===== config.mk =====
export PLATFORM = sky130hd
export DESIGN_NAME = score_keeper
export DESIGN_NICKNAME = d
export VERILOG_FILES = /design/src/rtl/score_keeper.sv
export SDC_FILE = /design/constraint.sdc
export NUM_CORES = 1
export LEC_CHECK = 0
export CAP_MARGIN = 20
export CORE_MARGIN = 5
export CORE_UTILIZATION = 60
export DETAILED_ROUTE_END_ITERATION = 7
export PLACE_DENSITY = 0.93
export SLEW_MARGIN = 30
export SYNTH_ARGS = -nofsm -noshare
export SYNTH_HDL_FRONTEND = slang
export SYNTH_SLANG_ARGS = --single-unit
export TNS_END_PERCENT = 1

===== constraint.sdc =====
create_clock -name clk -period 8.5 [get_ports clk]
set_input_delay 1.7 -clock clk [delete_from_list [all_inputs] [get_ports clk]]
set_output_delay 1.7 -clock clk [all_outputs]
set_load 0.02 [all_outputs]

===== src/rtl/score_keeper.sv =====
// Score/line/level/combo bookkeeping for the playfield. Points queue into a
// binary pending accumulator and drain into the BCD score one count per cycle.
module score_keeper #(
  parameter int PEND_W          = 8,
  parameter int MAX_COMBO       = 9,
  parameter int LINES_PER_LEVEL = 10,
  parameter int MAX_LEVEL       = 9
) (
  input  logic        clk,
  input  logic        reset_n,
  input  logic        start,
  input  logic        over,
  input  logic        clear_valid,
  input  logic [2:0]  clear_lines,
  output logic [15:0] score,
  output logic [15:0] high_score,
  output logic [7:0]  lines_bcd,
  output logic [3:0]  level,
  output logic [3:0]  combo,
  output logic        busy
);
  localparam int SW = PEND_W + 1;

  typedef enum logic [1:0] {IDLE, PLAY, DRAIN_OVER, LATCHED} state_t;

  state_t              state_q, state_d;
  logic                prev_start_q;
  logic [PEND_W-1:0]   pend_q, pend_d;
  logic [15:0]         score_q, score_d, hs_q, hs_d;
  logic [6:0]          lines_q, lines_d;
  logic [3:0]          combo_q, combo_d;

  logic                sess_clr, accept, pend_nz, hs_load;
  logic [2:0]          n;
  logic [3:0]          base;
  logic [4:0]          pts;
  logic [SW-1:0]       pend_sum;
  logic [7:0]          lines_sum;
  logic [6:0]          lvl_raw;

  function automatic logic [15:0] bcd_inc(input logic [15:0] v);
    logic [15:0] r;
    logic        c;
    r = v;
    c = 1'b1;
    for (int i = 0; i < 4; i++) begin
      if (c) begin
        if (r[4*i +: 4] == 4'd9) r[4*i +: 4] = 4'd0;
        else begin
          r[4*i +: 4] = r[4*i +: 4] + 4'd1;
          c = 1'b0;
        end
      end
    end
    return r;
  endfunction

  // Datapath next state
  always_comb begin
    sess_clr = start & ~prev_start_q;
    accept   = clear_valid & start & ~over & ~sess_clr;
    pend_nz  = (pend_q != '0);
    n        = (clear_lines > 3'd4) ? 3'd4 : clear_lines;
    case (n)
      3'd1:    base = 4'd1;
      3'd2:    base = 4'd3;
      3'd3:    base = 4'd5;
      3'd4:    base = 4'd8;
      default: base = 4'd0;
    endcase
    pts = (accept && n != 3'd0) ? ({1'b0, base} + {1'b0, combo_q}) : 5'd0;

    // Drain and new points land in the same cycle; clamp instead of wrapping
    pend_sum = {1'b0, pend_q} - SW'(pend_nz) + SW'(pts);
    pend_d   = pend_sum[PEND_W] ? '1 : pend_sum[PEND_W-1:0];

    score_d = (pend_nz && score_q != 16'h9999) ? bcd_inc(score_q) : score_q;

    lines_sum = {1'b0, lines_q} + {5'd0, n};
    combo_d   = combo_q;
    lines_d   = lines_q;
    if (accept) begin
      if (n == 3'd0) combo_d = 4'd0;
      else begin
        combo_d = (combo_q >= 4'(MAX_COMBO)) ? 4'(MAX_COMBO) : combo_q + 4'd1;
        lines_d = (lines_sum > 8'd99) ? 7'd99 : lines_sum[6:0];
      end
    end

    if (sess_clr) begin
      pend_d  = '0;
      score_d = '0;
      lines_d = '0;
      combo_d = '0;
    end
  end

  // Session FSM; high score is compared once the over episode has drained
  always_comb begin
    state_d = state_q;
    hs_load = 1'b0;
    if (sess_clr) state_d = PLAY;
    else begin
      case (state_q)
        PLAY: begin
          if (!start) state_d = IDLE;
          else if (over) begin
            if (!pend_nz) begin
              hs_load = 1'b1;
              state_d = LATCHED;
            end else state_d = DRAIN_OVER;
          end
        end
        DRAIN_OVER: begin
          if (!pend_nz) begin
            hs_load = 1'b1;
            state_d = LATCHED;
          end
        end
        default: state_d = state_q;
      endcase
    end
    hs_d = (hs_load && score_q > hs_q) ? score_q : hs_q;
  end

  always_ff @(posedge clk) begin
    if (!reset_n) begin
      state_q      <= IDLE;
      prev_start_q <= 1'b0;
      pend_q       <= '0;
      score_q      <= '0;
      hs_q         <= '0;
      lines_q      <= '0;
      combo_q      <= '0;
    end else begin
      state_q      <= state_d;
      prev_start_q <= start;
      pend_q       <= pend_d;
      score_q      <= score_d;
      hs_q         <= hs_d;
      lines_q      <= lines_d;
      combo_q      <= combo_d;
    end
  end

  always_comb begin
    lvl_raw    = lines_q / 7'(LINES_PER_LEVEL);
    level      = (lvl_raw > 7'(MAX_LEVEL)) ? 4'(MAX_LEVEL) : 4'(lvl_raw);
    lines_bcd  = {4'(lines_q / 7'd10), 4'(lines_q % 7'd10)};
    score      = score_q;
    high_score = hs_q;
    combo      = combo_q;
    busy       = pend_nz;
  end
endmodule

==> run metrics <==
status=complete, no violations; clk slew on worst S/H paths=0.11 ns; final hold violations=0; highest clock rate=around 170 MHz; CTS tree=done; fin crit share=0.6965; min cycle time layout=5.920 ns; cells after synthesis=approximately 530; Clock Skews=approximately 0.011 ns; ys async rst share=0; CTS Hold Bufs=0; row count=30; Clock Tree Buf Depth=2; clock sink total=54; DRC Markers=0; share of cells above drive strength 1=0.04930; CP Max Fanout=19; P_leak=1.977 nW; most common cell in the netlist=nand2_1; vias per inst=just under 6; synth top area cells=dfxtp_1 (26%), ha_1 (13%), a21oi_1 (5.3%), nand2_1 (5.2%), inv_1 (4.8%); die area=between 8000 and 9000 um^2; overall routing resource usage=0.2272; Setup-failing EPs final=0; Die Span Y=93.21 um; via count of the first global-routing pass=3665; critical path type=reg -> out; H-tree depth=2; first-pass GRT wire length=approximately 16000 um; main flop type after synthesis=dfxtp_1; PwrDens=164.8 nW/um^2; via count=3796; startpoint types=flip-flop; Synth Warn #=0; average wire per standard cell=14.80 um; Synth top cells by count=nand2_1 (58), dfxtp_1 (54), inv_1 (53), a21oi_1 (44), nor2_1 (44); Mean Syn Cell Area=a little under 8 um^2; RD Place Congestion=0.8443; number of max-cap violations=0; Layout Utilization=0.7083; final net count=between 600 and 700; number of flops mapped to enable cells by yosys=0; worst path arrival time=4.22 ns; Initial DRC Count=about 230; post-synthesis sequential area ratio=0.2602; Synth Net Count=582; Routed Antenna Nets=0; Ports=57; worst slew pin tran=0.7457 ns; Skew-Pair Late Insertion Delay=0.32 ns; Crit. End Element=output pin; share of the synthesized area in the top cell type=0.2602; Synth area leader=dfxtp_1; Yosys reg bits=54; core area=6756 um^2; dpl hpwl=7154 um; post-cts gate resize count=0; Sum Neg Setup Slack=0 ns; Yosys cell types=70; clock root buffer=clkbuf_8; maximum VDD drop=104.2 uV; Worst Hold Class=reg -> reg; max-slew violations=0; grt ovf=0; Worst EP required=6.80 ns; DRT Pass-1 Iters=5; Layout area overhead=15.21%; ANT cells=0; Die X=between 90 and 100 um; Initial Util=0.6148; Routed WL=9591 um; Mapped Area=roughly 4200 um^2; post-CTS setup buffer count=0; total CTS buffers=5; setup repair after global routing missed its margin=false; Slew HR=0.5028; Buffers on Ports=56; initial antenna violation count=0; pin count of the biggest net entering global routing=37
## logic make-up after synthesis
| logic type | Yosys count | synth area share |
|---|---|---|
| buf+inv | 79 | 0.08493 |
| simple gates | 187 | 0.2346 |
| xor+xnor | 21 | 0.04428 |
| compound gates | 122 | 0.1861 |
| fa+ha+maj | 46 | 0.1440 |
| flops | 54 | 0.2602 |
| mux | 19 | 0.04578 |
## worst max-delay path, cell delays in order (launching register included)
cell and delay (ns):
dfxtp_1 0.67, nor2b_1 0.44, xnor2_1 0.17, nor3_1 0.06, a311oi_1 0.33, ha_1 0.43, o21bai_1 0.17, a22oi_1 0.10
o22ai_1 0.22, nor4b_1 0.42, a211oi_2 0.12, mux2i_1 0.17, clkdlybuf4s50_1 0.62
## sequential cells by signal, indices dropped and copies added (netlist names)
| signal | cells |
|---|---|
| combo | 4 |
| high_score | 16 |
| lines_q | 7 |
| pend_q | 8 |
| prev_start_q | 1 |
| score | 16 |
| state_q | 2 |
## report_power, final
| part | leakage, nW | total [mW] | internal [mW] | switching (mW) |
|---|---|---|---|---|
| Sequential | 0.438 | 0.291 | 0.273 | 0.0180 |
| Combinational | 1.49 | 0.333 | 0.145 | 0.188 |
| Clock | 0.0537 | 0.165 | 0.0695 | 0.0951 |
| Total | 1.98 | 0.789 | 0.488 | 0.301 |
## path summary, 6_finish.rpt
check	from	slack, ns	endpoint	cells past startpoint
max	lines_q[5]	2.58	lines_bcd[2]	12
min	high_score[2]	0.48	high_score[2]	2
max reg2reg	prev_start_q	4.96	pend_q[1]	14
min reg2reg	high_score[2]	0.48	high_score[2]	2
## per-layer routing
metal	share of wire	up-vias	track usage	wire length, um
li1	-	1903	-	-
met1	0.43	1755	0.2819	4110
met2	0.51	123	0.4049	4875
met3	0.050	15	0.03459	477
met4	0.013	0	0.06716	128
met5	0	-	0	0
## stage by stage
step | instances | worst slack (ns) | instance area, um^2 | total power, mW | hold WS (ns)
finish | 648 | 2.580 | 4786 | 0.7887 | 0.4800
global route | 648 | 2.220 | 4786 | 0.8489 | 0.5083
CTS | 648 | 2.599 | 4786 | 0.7884 | 0.4824
detailed placement | 640 | 2.808 | 4683 | 0.6231 | 0.4670
global placement | 640 | 3.083 | 4676 | 0.6034 | 0.4624
floorplan | 528 | 3.758 | 4154 | 0.5498 | 0.4919
## placed cells by master, fill, tap and decap left out, drive strengths merged, types with 4 or more instances in the layout
cell            n
a21oi          44
clkbuf          6
and2            6
nor3b           4
nor4            8
nor2b          16
nand2b          9
nor3            7
xor2            9
nand2          60
dfxtp          54
a22oi           4
a21o            5
xnor2          12
a211oi         12
o21ai          29
nand3           5
clkdlybuf4s50  56
ha             43
nor2           44
mux2i          19
or3             5
inv            55
## layout make-up
| cell class | count | area, um^2 |
|---|---|---|
| multi-input combinational | 395 | 2728 |
| tap | 80 | 100.1 |
| inverter | 53 | 198.9 |
| clock inverter | 2 | 20.02 |
| fill | 538 | 1971 |
| sequential | 54 | 1081 |
| clock buffer | 6 | 82.58 |
| timing repair buffer | 58 | 575.6 |
(Power assumes the default switching activity.)
